[config.mk]
export PLATFORM = sky130hd
export DESIGN_NAME = scancode_key_stream
export DESIGN_NICKNAME = d
export VERILOG_FILES = /design/src/rtl/scancode_key_stream.sv
export SDC_FILE = /design/constraint.sdc
export NUM_CORES = 1
export LEC_CHECK = 0
export ABC_AREA = 1
export BUFFER_PORTS_ARGS = -buffer_cell sky130_fd_sc_hd__buf_2
export CORE_UTILIZATION = 40
export CTS_CLUSTER_SIZE = 30
export DETAILED_ROUTE_END_ITERATION = 10
export MAX_ROUTING_LAYER = met4
export PLACE_DENSITY = 0.58
export SETUP_SLACK_MARGIN = 0.02
export SLEW_MARGIN = 40
export SYNTH_ARGS = -nofsm -noshare
export SYNTH_HDL_FRONTEND = slang
export SYNTH_SLANG_ARGS = --single-unit
[constraint.sdc]
create_clock -name clk -period 4.7 [get_ports clk]
set_input_delay 0.47 -clock clk [delete_from_list [all_inputs] [get_ports clk]]
set_output_delay 0.47 -clock clk [all_outputs]
set_load 0.02 [all_outputs]
[src/rtl/scancode_key_stream.sv]
// PS/2 set-2 scan-code decoder: prefix tracking, typematic repeat filter,
// make-code to 5-bit key map, and a first-word-fall-through key FIFO.
module scancode_key_stream #(
  parameter int DEPTH         = 4,
  parameter int REPEAT_FILTER = 1,
  parameter int EXTRA_KEYS    = 1,
  parameter int DROP_OTHER    = 0
) (
  input  logic                     clk,
  input  logic                     reset,
  input  logic [7:0]               scan_byte,
  input  logic                     scan_valid,
  input  logic                     pop,
  output logic [4:0]               key_code,
  output logic                     key_valid,
  output logic [$clog2(DEPTH):0]   count,
  output logic                     overflow
);
  localparam int AW = $clog2(DEPTH);
  localparam logic [4:0] K_OTHER = 5'd29;
  localparam logic [4:0] K_ENTR  = 5'd31;

  typedef enum logic [1:0] {S_IDLE, S_EXT, S_BRK, S_EXT_BRK} state_t;
  state_t state, state_nxt;

  logic make_ev, brk_ev, ev_ext;

  function automatic logic [4:0] map_code(input logic ext, input logic [7:0] b);
    logic [4:0] k;
    k = K_OTHER;
    if (ext) begin
      if (b == 8'h5A) k = K_ENTR;
    end else begin
      case (b)
        8'h1C: k = 5'd0;   8'h32: k = 5'd1;   8'h21: k = 5'd2;   8'h23: k = 5'd3;
        8'h24: k = 5'd4;   8'h2B: k = 5'd5;   8'h34: k = 5'd6;   8'h33: k = 5'd7;
        8'h43: k = 5'd8;   8'h3B: k = 5'd9;   8'h42: k = 5'd10;  8'h4B: k = 5'd11;
        8'h3A: k = 5'd12;  8'h31: k = 5'd13;  8'h44: k = 5'd14;  8'h4D: k = 5'd15;
        8'h15: k = 5'd16;  8'h2D: k = 5'd17;  8'h1B: k = 5'd18;  8'h2C: k = 5'd19;
        8'h3C: k = 5'd20;  8'h2A: k = 5'd21;  8'h1D: k = 5'd22;  8'h22: k = 5'd23;
        8'h35: k = 5'd24;  8'h1A: k = 5'd25;  8'h5A: k = K_ENTR;
        8'h29: if (EXTRA_KEYS != 0) k = 5'd26;
        8'h66: if (EXTRA_KEYS != 0) k = 5'd27;
        8'h76: if (EXTRA_KEYS != 0) k = 5'd28;
        default: k = K_OTHER;
      endcase
    end
    return k;
  endfunction

  // prefix FSM
  always_ff @(posedge clk) begin
    if (reset) state <= S_IDLE;
    else       state <= state_nxt;
  end

  always_comb begin
    state_nxt = state;
    if (scan_valid) begin
      case (state)
        S_IDLE:  if (scan_byte == 8'hF0) state_nxt = S_BRK;
                 else if (scan_byte == 8'hE0) state_nxt = S_EXT;
        S_EXT:   if (scan_byte == 8'hF0) state_nxt = S_EXT_BRK;
                 else if (scan_byte != 8'hE0) state_nxt = S_IDLE;
        default: state_nxt = S_IDLE;
      endcase
    end
  end

  always_comb begin
    make_ev = 1'b0;
    brk_ev  = 1'b0;
    ev_ext  = 1'b0;
    case (state)
      S_IDLE: make_ev = scan_valid && !(scan_byte inside
                {8'hF0, 8'hE0, 8'hAA, 8'hFA, 8'hFE, 8'hEE, 8'h00, 8'hFF});
      S_EXT: begin
        make_ev = scan_valid && scan_byte != 8'hF0 && scan_byte != 8'hE0;
        ev_ext  = 1'b1;
      end
      S_BRK:   brk_ev = scan_valid;
      default: begin
        brk_ev = scan_valid;
        ev_ext = 1'b1;
      end
    endcase
  end

  // held-key register for repeat filtering
  logic       held;
  logic [8:0] held_key;
  logic [8:0] key_now;
  logic       match, push_req;
  logic [4:0] dec_code;

  assign key_now  = {ev_ext, scan_byte};
  assign match    = held && (held_key == key_now);
  assign dec_code = map_code(ev_ext, scan_byte);
  assign push_req = make_ev && !((REPEAT_FILTER != 0) && match)
                    && !((DROP_OTHER != 0) && dec_code == K_OTHER);

  always_ff @(posedge clk) begin
    if (reset) begin
      held     <= 1'b0;
      held_key <= '0;
    end else if (make_ev) begin
      held     <= 1'b1;
      held_key <= key_now;
    end else if (brk_ev && match) begin
      held     <= 1'b0;
    end
  end

  // key FIFO; a pop while full frees the slot being written this cycle
  logic [DEPTH-1:0][4:0] mem;
  logic [AW-1:0]         wptr, rptr;
  logic                  full, do_pop, do_push;

  assign key_valid = (count != '0);
  assign full      = (count == (AW+1)'(DEPTH));
  assign do_pop    = pop && key_valid;
  assign do_push   = push_req && (!full || do_pop);
  assign key_code  = key_valid ? mem[rptr] : K_OTHER;

  always_ff @(posedge clk) begin
    if (do_push) mem[wptr] <= dec_code;
  end

  always_ff @(posedge clk) begin
    if (reset) begin
      wptr     <= '0;
      rptr     <= '0;
      count    <= '0;
      overflow <= 1'b0;
    end else begin
      if (do_push) wptr <= wptr + AW'(1);
      if (do_pop)  rptr <= rptr + AW'(1);
      if (do_push && !do_pop)      count <= count + (AW+1)'(1);
      else if (do_pop && !do_push) count <= count - (AW+1)'(1);
      if (push_req && full && !do_pop) overflow <= 1'b1;
    end
  end
endmodule

======== Yosys cells after proc, flatten, opt, wreduce, memory -nomap -nowiden ========
Cells that the tools add are included.
word-level totals
  flip-flop bits (word level) ............. 40
  input port bits ......................... 12
  output and inout bits ................... 10
  logic and storage cells ................. 112
cells by class
  order comparisons ....................... 3
  equality and inequality tests ........... 45
  multiplexer cells ....................... 21
  reduce and logical (&&, ||, !) cells .... 28
  add/sub/neg operators ................... 4
operators with widths
  kind                                                         number
  one-hot mux 5 bit (30 select lines)                          1
  equality test 8 x 6 -> 1 bit (second input constant)         17
  equality test 8 x 7 -> 1 bit (second input constant)         8
  equality test 8 bit (second input constant)                  7
  equality test 8 x 5 -> 1 bit (second input constant)         5
  bitwise mux 20 bit                                           1
  2-to-1 mux 5 bit                                             4
  inequality test 8 bit (second input constant)                2
  logical AND 1 bit                                            13
  binary-select mux 5 bit (select 2 bit)                       1
  demux 5 bit (select 2 bit)                                   1
  2-to-1 mux 2 bit                                             5
  equality test 9 bit                                          1
  logical NOT 8 bit                                            1
  nonzero test 8 bit                                           1
  less-than comparator 2 x 3 -> 1 bit (second input constant)  2
  2-to-1 mux 3 bit                                             2
  inequality test 3 bit (second input constant)                2
  logical NOT 1 bit                                            5
  adder 2 x 1 -> 2 bit (second input constant)                 2
  2-to-1 mux 1 bit                                             4
  one-hot mux 2 bit (2 select lines)                           1
  nonzero test 2 bit                                           2
  OR reduction 2 bit                                           2
  11 further kinds                                             11

======== Logic depth before layout (Yosys ltp) ========
Gate-level depths: netlist (run 1).
  word-level depth ........................ 12
  gate-level depth with buffers ........... 17
  gate-level depth less buffers ........... 17

======== Worst setup path after synthesis (run 1) ========
No wires, ideal clock.
  path type ............................... input to register
  start ................................... input scan_byte[3]
  end ..................................... register count[2]
  data required time ...................... 4.578 ns
  arrival time ............................ 2.191 ns
  slack ................................... 2.386 ns
  buffers on the path ..................... 0
  stages on the path ...................... 17
  path through ............................ inv_2 > nand2_2 > nor2_2 > nand2_2 > nand2_2 > nor2_2 > nand2_2 > nand2_2 > nand3_2 > inv_1 > ha_1 > inv_1 > fa_1 > a21oi_1 > o21ai_0 > o21ai_0 > a21oi_1
on the way
  longest elaborated chain between the ends .. 10
  elaborated cells between the ends (all ways) .. 26
  those cells by class .................... eq/ne (10); mux (2); reduce/logical (14)
ends and longest elaborated chain
  item                                                      line  text
  start: declaration                                        11    input logic [7:0] scan_byte,
  equality test 8 bit or logical NOT 8 bit (tied branches)  75    S_IDLE: make_ev = scan_valid && !(scan_byte inside
  nonzero test 8 bit                                        75
  logical NOT 1 bit                                         75
  logical AND 1 bit                                         75
  one-hot mux 1 bit (2 select lines)                        74    case (state)
  logical AND 1 bit *                                       99    assign push_req = make_ev && !((REPEAT_FILTER != 0) && match)
  logical AND 1 bit *                                       122   assign do_push = push_req && (!full || do_pop);
  net do_push                                               117   logic full, do_pop, do_push;
  logical NOT 1 bit                                         139   else if (do_pop && !do_push) count <= count - (AW+1)'(1);
  logical AND 1 bit                                         139
  nonzero test 2 bit (no source line)                       --
  end signal: assignment                                    138   if (do_push && !do_pop) count <= count + (AW+1)'(1);
  end signal: assignment                                    139
  end: declaration                                          16    output logic [$clog2(DEPTH):0] count,
Mark *: on every way through the listed nets, which the timed path passes. The rest lies on a longest branch.
A chain may end at the register's enable or synchronous reset.

======== Final worst setup path (run 1) ========
  start ................................... register state[0]
  end ..................................... register count[2]
on the way
  longest elaborated chain between the ends .. 11
  elaborated cells between the ends (all ways) .. 16
  those cells by class .................... eq/ne (3); mux (3); reduce/logical (10)
ends and longest elaborated chain
  item                                                      line  text
  start: declaration                                        24    state_t state, state_nxt;
  start signal: assignment                                  54    else state <= state_nxt;
  equality test 2 bit or logical NOT 2 bit (tied branches)  74
  OR reduction 2 bit (no source line)                       --
  2-to-1 mux 1 bit                                          74
  equality test 9 bit                                       97    assign match = held && (held_key == key_now);
  logical AND 1 bit                                         97
  logical NOT 1 bit                                         99
  logical AND 1 bit *                                       99
  logical AND 1 bit *                                       122
  net do_push                                               117
  logical NOT 1 bit                                         139
  logical AND 1 bit                                         139
  nonzero test 2 bit (no source line)                       --
Marked as above.

==> results of run 1 <==
-- synthesized netlist by cell type, types with 3 or more instances --
cell type / number
ha_1: 5
o311ai_0: 4
nor3_1: 3
a21oi_1: 23
o21ai_1: 13
o21ai_0: 17
clkbuf_1: 3
inv_1: 40
nand2_2: 8
nand2_1: 63
inv_2: 12
nor2_1: 58
nor2_2: 4
nand4_1: 9
xnor2_1: 4
edfxtp_1: 20
dfxtp_1: 20
nand3_1: 15
-- power breakdown --
group	switching (mW)	internal, mW	total (mW)
sequential	0.0327	0.405	0.438
combinational	0.202	0.0968	0.299
clock	0.122	0.158	0.280
-- per-stage QoR --
step,area (um2),total power [mW]
after floorplan,2470,0.659
after global placement,2630,0.746
after detailed placement,2630,0.746
after CTS,2740,1.03
after global routing,2740,1.09
final,2740,1.02
-- worst reg2reg max path, cell delays in order (launching register included) --
cell     delay, ns
dfxtp_1       0.37
or2_1         0.28
nor2_1        0.10
nand2_1       0.05
nor2_1        0.10
nand2_2       0.08
nand2_2       0.32
nand3_2       0.23
inv_1         0.10
ha_1          0.13
inv_1         0.06
fa_1          0.37
a21oi_1       0.14
o21ai_0       0.11
o21ai_0       0.16
a21oi_1       0.05
-- cell type report --
class / instances / share of cell area [%]
clock inverters: 2 / 1.28
repair buffers: 21 / 3.84
clock buffers: 6 / 2.65
well taps: 75 / 3.42
multi-input cells: 245 / 45.0
flip-flops and latches: 40 / 36.5
inverters: 53 / 7.26
-- registers in the layout, indices dropped and copies added, names as in the netlist --
signal    cells
count         3
held          1
held_key      9
mem          20
overflow      1
rptr          2
state         2
wptr          2
-- cells by family (layout without fill, tap and decap cells) --
family	Yosys count	in the layout	share of synthesized area, %
XOR/XNOR	5	5	1.77
AND/OR/NAND/NOR	166	166	29.4
flip-flops	40	40	40.6
AO/OA/AOI/OAI	68	68	15.5
buffers and inverters	58	82	9.43
adder cells (fa/ha/maj)	6	6	3.35
-- layer usage --
metal	wire length, um	up-vias	part of all wire (%)
met5	0	-	0
met4	104	0	1.8
met3	212	11	3.8
met2	2630	52	47
met1	2670	1027	48
li1	-	1173	-
-- path summary, 6_finish.rpt --
check                     endpoint  slack (ns)
max reg2reg  count[2]$_SDFFE_PP0P_        1.95
min          overflow$_SDFFE_PP0P_        0.43
min reg2reg  overflow$_SDFFE_PP0P_        0.45
max          count[2]$_SDFFE_PP0P_        1.95
==> qor.yml, run 1 <==
floorplan:
  die_area_mm2: 0.00649
  start_util_pct: 41.7
  die_y_um: 80.5
  die-width_um: 80.5
  core-area_mm2: 0.00592
  rows: 28
  ios: 22
placed_design:
  place_ws_ns: 1.72
  io_buffers: 21
  gp_congestion: 0.919
  place_inst: 434
  dpl.hpwl_um: 4320
cts:
  cts_tree: "done"
  cts_buffers: 5
  cts_resized: 0
  clk_latency_ns: 0.29
  cts_sinks: 40
  htreeDepth: 2
  root_buffer: "clkbuf_8"
  clk_pin_slew_ns: 0.08
  postCtsSetupRepairBufs: 0
  postCtsHoldBufs: 0
  max-clock-path-buffers: 2
yosys:
  post-synth-top-area-cell: "edfxtp_1"
  ys_ff_latch: 40
  ys_warn_count: 0
  synth_top_area_share_pct: 24.3
  async_reset_ff_share_pct: 0
  synth_cell_types: 34
  syn-num-nets: 361
  syn-instance-count: 343
  synth.avg_cell_area_um2: 7.19
  syn-cell-area_mm2: 0.00247
  synth.area.top_cells: "edfxtp_1, dfxtp_1, nand2_1"
  synth_edf_count: 20
  yosys_most_used_dff: "edfxtp_1"
  seq_area_frac_synth_pct: 40.6
timing:
  fin_setup_tns_ns: 0
  final.min_clock_period_ns: 2.75
  fin_crit_sh_pct: 58.6
  fmax_mhz: 363
  finalMaxSlewViolations: 0
  setup-violations-final: 0
  skew_ns: 0.0158
  setup_ws_ns: 1.95
  hold_violations: 0
  slew_headroom_pct: 66.9
  tightest_slew_ns: 0.494
  rsz0062_at_grt: "false"
  whs_ns: 0.429
setup_path:
  critPathLaunch: "state[0]$_SDFFE_PP0P_"
  cp_num_buf_inv: 2
  r2r_cells: 15
  cp_cell_sequence: "or2_1, nor2_1, nand2_1, nor2_1, nand2_2, nand2_2, nand3_2, inv_1, ha_1, inv_1, fa_1, a21oi_1, o21ai_0, o21ai_0, a21oi_1"
  critPathTopFamily: "simple AND/OR/NAND/NOR gates"
  path_class: "flip-flop to flip-flop"
  critPathMaxFanout: 21
  crit_arrival_ns: 2.94
  start_kind: "flip-flop"
  cp.depth: 15
  slowest_delay_ns: 0.37
  critPathRequiredTime_ns: 4.88
  cp-end-kind: "flip-flop"
  r2r-start: "state[0]$_SDFFE_PP0P_"
  cpMaxStageDelayCell: "dfxtp_1"
cells_and_area:
  final_common_cell: "nand2_1"
  final_cell_mix: "nand2_1, nor2_1, inv_1, a21oi_1, buf_2"
  regArea_mm2: 0.00100
  final_util_pct: 46.3
  multiInputGateArea_mm2: 0.00123
  num-fill-cells: 610
  diodes: 0
  drive_above_1_share_pct: 14.7
  area_growth_pct: 11.1
  fin_nets: 384
  fin_cells: 442
drt:
  dr.first_iter.drc_count: 101
  vias: 2263
  via_per_inst: 5.12
  drc: 0
  antenna_left: 0
  wl_per_cell_um: 12.7
  routed_wl_um: 5620
  dr.pass1.iters: 4
global_routing:
  gr-usage-met2_pct: 31.6
  grt_pass1_wl_um: 9360
  busiest_layer: "met2"
  antenna_found_initial: 0
  met3_usage_pct: 3.41
  grt_pass1_vias: 2046
  grt.met1_usage_pct: 23.7
  grt.total_usage_pct: 19.3
  gr-total-overflow: 0
  grt_max_degree: 22
outcome:
  status: "complete, no violations"
flow_run:
  drv_cap: 0
worst_hold_path:
  hold-path-cell-count: 2
  hold_path.class: "input pin to flip-flop"
  hold_start: "reset"
pwr:
  cellLeakagePower_nw: 1.26
  power_density_mw_per_mm2: 371
  ir_drop_uv: 196
Power figures use the tool's default switching activity.
==> run 2: changes to the inputs <==
PLACE_DENSITY = 0.6   (was 0.58)
clock period = 2.5 ns   (was 4.7 ns; I/O delays follow)
==> qor.yml, run 2 (synthesized netlist as in run 1, its figures left out) <==
outcome:
  status: "complete, no violations"
cells_and_area:
  diodes: 0
  largest_register_ffs: 20
  fin_nets: 387
  drive_above_1_share_pct: 16.2
  multiInputGateArea_mm2: 0.00124
  top_register: "mem"
  num-fill-cells: 601
  area_growth_pct: 14.2
  final_util_pct: 47.6
  fin_cells: 445
  fin_area_mm2: 0.00282
  regArea_mm2: 0.00100
  reg_top3: "mem: 20 flops, held_key: 9 flops, count: 3 flops"
  final_cell_mix: "nand2_1, nor2_1, inv_1, a21oi_1, buf_2"
  final_common_cell: "nand2_1"
pwr:
  p_seq_share_pct: 38.8
  intPower_mw: 1.45
  p_comb_share_pct: 26.7
  p_switching_mw: 0.675
  ir_drop_uv: 412
  cellLeakagePower_nw: 1.29
  swShare_pct: 31.8
  clkPwrFrac_pct: 34.5
  report.power.total_mw: 2.12
  power_density_mw_per_mm2: 753
cts:
  clk_latency_ns: 0.29
  cts_resized: 0
  postCtsHoldBufs: 0
  max-clock-path-buffers: 2
  postCtsSetupRepairBufs: 0
  clk_pin_slew_ns: 0.08
  cts_tree: "done"
  htreeDepth: 2
  cts_sinks: 40
  root_buffer: "clkbuf_8"
  cts_buffers: 5
worst_hold_path:
  hold_end: "state[0]$_SDFFE_PP0P_"
  hold_start: "reset"
  hold_path.class: "input pin to flip-flop"
  hold-path-cell-count: 2
setup_path:
  r2r-start: "state[0]$_SDFFE_PP0P_"
  crit_arrival_ns: 2.44
  cp-end-kind: "flip-flop"
  timing.rr.end: "count[2]$_SDFFE_PP0P_"
  path_class: "flip-flop to flip-flop"
  start_kind: "flip-flop"
  timing.reg2reg.setup_slack_ns: 0.24
  critPathMaxFanout: 5
  critPathRequiredTime_ns: 2.68
  r2r_cells: 15
drt:
  routed_wl_um: 5450
  antenna_left: 0
  via_per_inst: 4.98
  drc: 0
  dr.first_iter.drc_count: 78
  wl_per_cell_um: 12.2
  dr.pass1.iters: 4
  vias: 2216
floorplan:
  die-width_um: 80.5
  die_area_mm2: 0.00649
  core-area_mm2: 0.00592
  die_y_um: 80.5
  ios: 22
  start_util_pct: 41.7
  rows: 28
placed_design:
  place_ws_ns: 0.192
  dpl.hpwl_um: 4350
  place_inst: 437
  io_buffers: 21
  gp_congestion: 0.955
  dpl_cell_area_mm2: 0.00266
global_routing:
  busiest_layer: "met2"
  grt_pass1_vias: 1961
  grt.met1_usage_pct: 22.6
  grt_pass1_wl_um: 9010
  grt_max_degree: 21
  grt.total_usage_pct: 18.7
  gr-total-overflow: 0
  met3_usage_pct: 3.41
  antenna_found_initial: 0
  gr-usage-met2_pct: 31.6
timing:
  rsz0062_at_grt: "false"
  final.min_clock_period_ns: 2.26
  setup-violations-final: 0
  setup_ws_ns: 0.243
  fin_crit_sh_pct: 90.3
  whs_ns: 0.202
  hold_violations: 0
  fmax_mhz: 443
  slew_headroom_pct: 66.3
  finalMaxSlewViolations: 0
  fin_setup_tns_ns: 0
  tightest_slew_ns: 0.503
  skew_ns: 0.00506
flow_run:
  drv_cap: 0
==> run 2: cell types whose count changed in the layout (fill, tap and decap cells not counted) <==
cell | before | now
dfxtp_2 | 0 | 1
buf_4 | 0 | 3
o21ai_0 | 17 | 16
o21ai_1 | 13 | 14
clkbuf_1 | 1 | 0
bufinv_16 | 1 | 3
clkinv_2 | 1 | 0
nor2_2 | 4 | 5
dfxtp_1 | 20 | 19
nor2_1 | 58 | 57
==> run 2: per-layer routing <==
metal  wire, um  vias to the layer above
li1           -                     1177
met1       2570                      981
met2       2590                       49
met3        208                        9
met4         77                        0
met5          0                        -
==> run 2: power by group through the flow <==
stage / Sequential [mW] / Clock (mW) / Combinational (mW)
floorplan: 0.847 / 0 / 0.392
detailed placement: 0.840 / 0 / 0.569
global route: 0.836 / 0.774 / 0.647
global placement: 0.840 / 0 / 0.565
finish: 0.824 / 0.733 / 0.566
CTS: 0.825 / 0.753 / 0.571
==> run 2: area by class of cell <==
| type | count | share of cell area, % |
|---|---|---|
| timing repair buffer | 24 | 4.53 |
| sequential | 40 | 35.6 |
| tap | 75 | 3.33 |
| inverter | 53 | 7.06 |
| clock buffer | 5 | 2.44 |
| multi-input combinational | 245 | 43.9 |
| clock inverter | 3 | 3.20 |
==> run 2: how the worst max path moves through the flow <==
stage / start / endpoint / slack, ns / cells after the start
2_1_floorplan: state[0]$_SDFFE_PP0P_ / count[2]$_SDFFE_PP0P_ / 0.27 / 15
3_3_place_gp: state[0]$_SDFFE_PP0P_ / count[2]$_SDFFE_PP0P_ / 0.22 / 15
3_5_place_dp: state[0]$_SDFFE_PP0P_ / count[2]$_SDFFE_PP0P_ / 0.19 / 15
4_1_cts: state[0]$_SDFFE_PP0P_ / count[2]$_SDFFE_PP0P_ / 0.17 / 15
5_1_grt: state[0]$_SDFFE_PP0P_ / count[2]$_SDFFE_PP0P_ / 0.04 / 15
6_report: state[0]$_SDFFE_PP0P_ / count[2]$_SDFFE_PP0P_ / 0.24 / 15
==> run 2: worst max-delay path: stages (launching register included) <==
cell	delay [ns]
dfxtp_2	0.35
or2_1	0.26
nor2_1	0.10
nand2_1	0.07
nor2_2	0.10
nand2_2	0.07
nand2_2	0.06
nand3_2	0.06
inv_1	0.06
ha_1	0.13
inv_1	0.06
fa_1	0.37
a21oi_1	0.14
o21ai_0	0.12
o21ai_1	0.13
a21oi_1	0.05
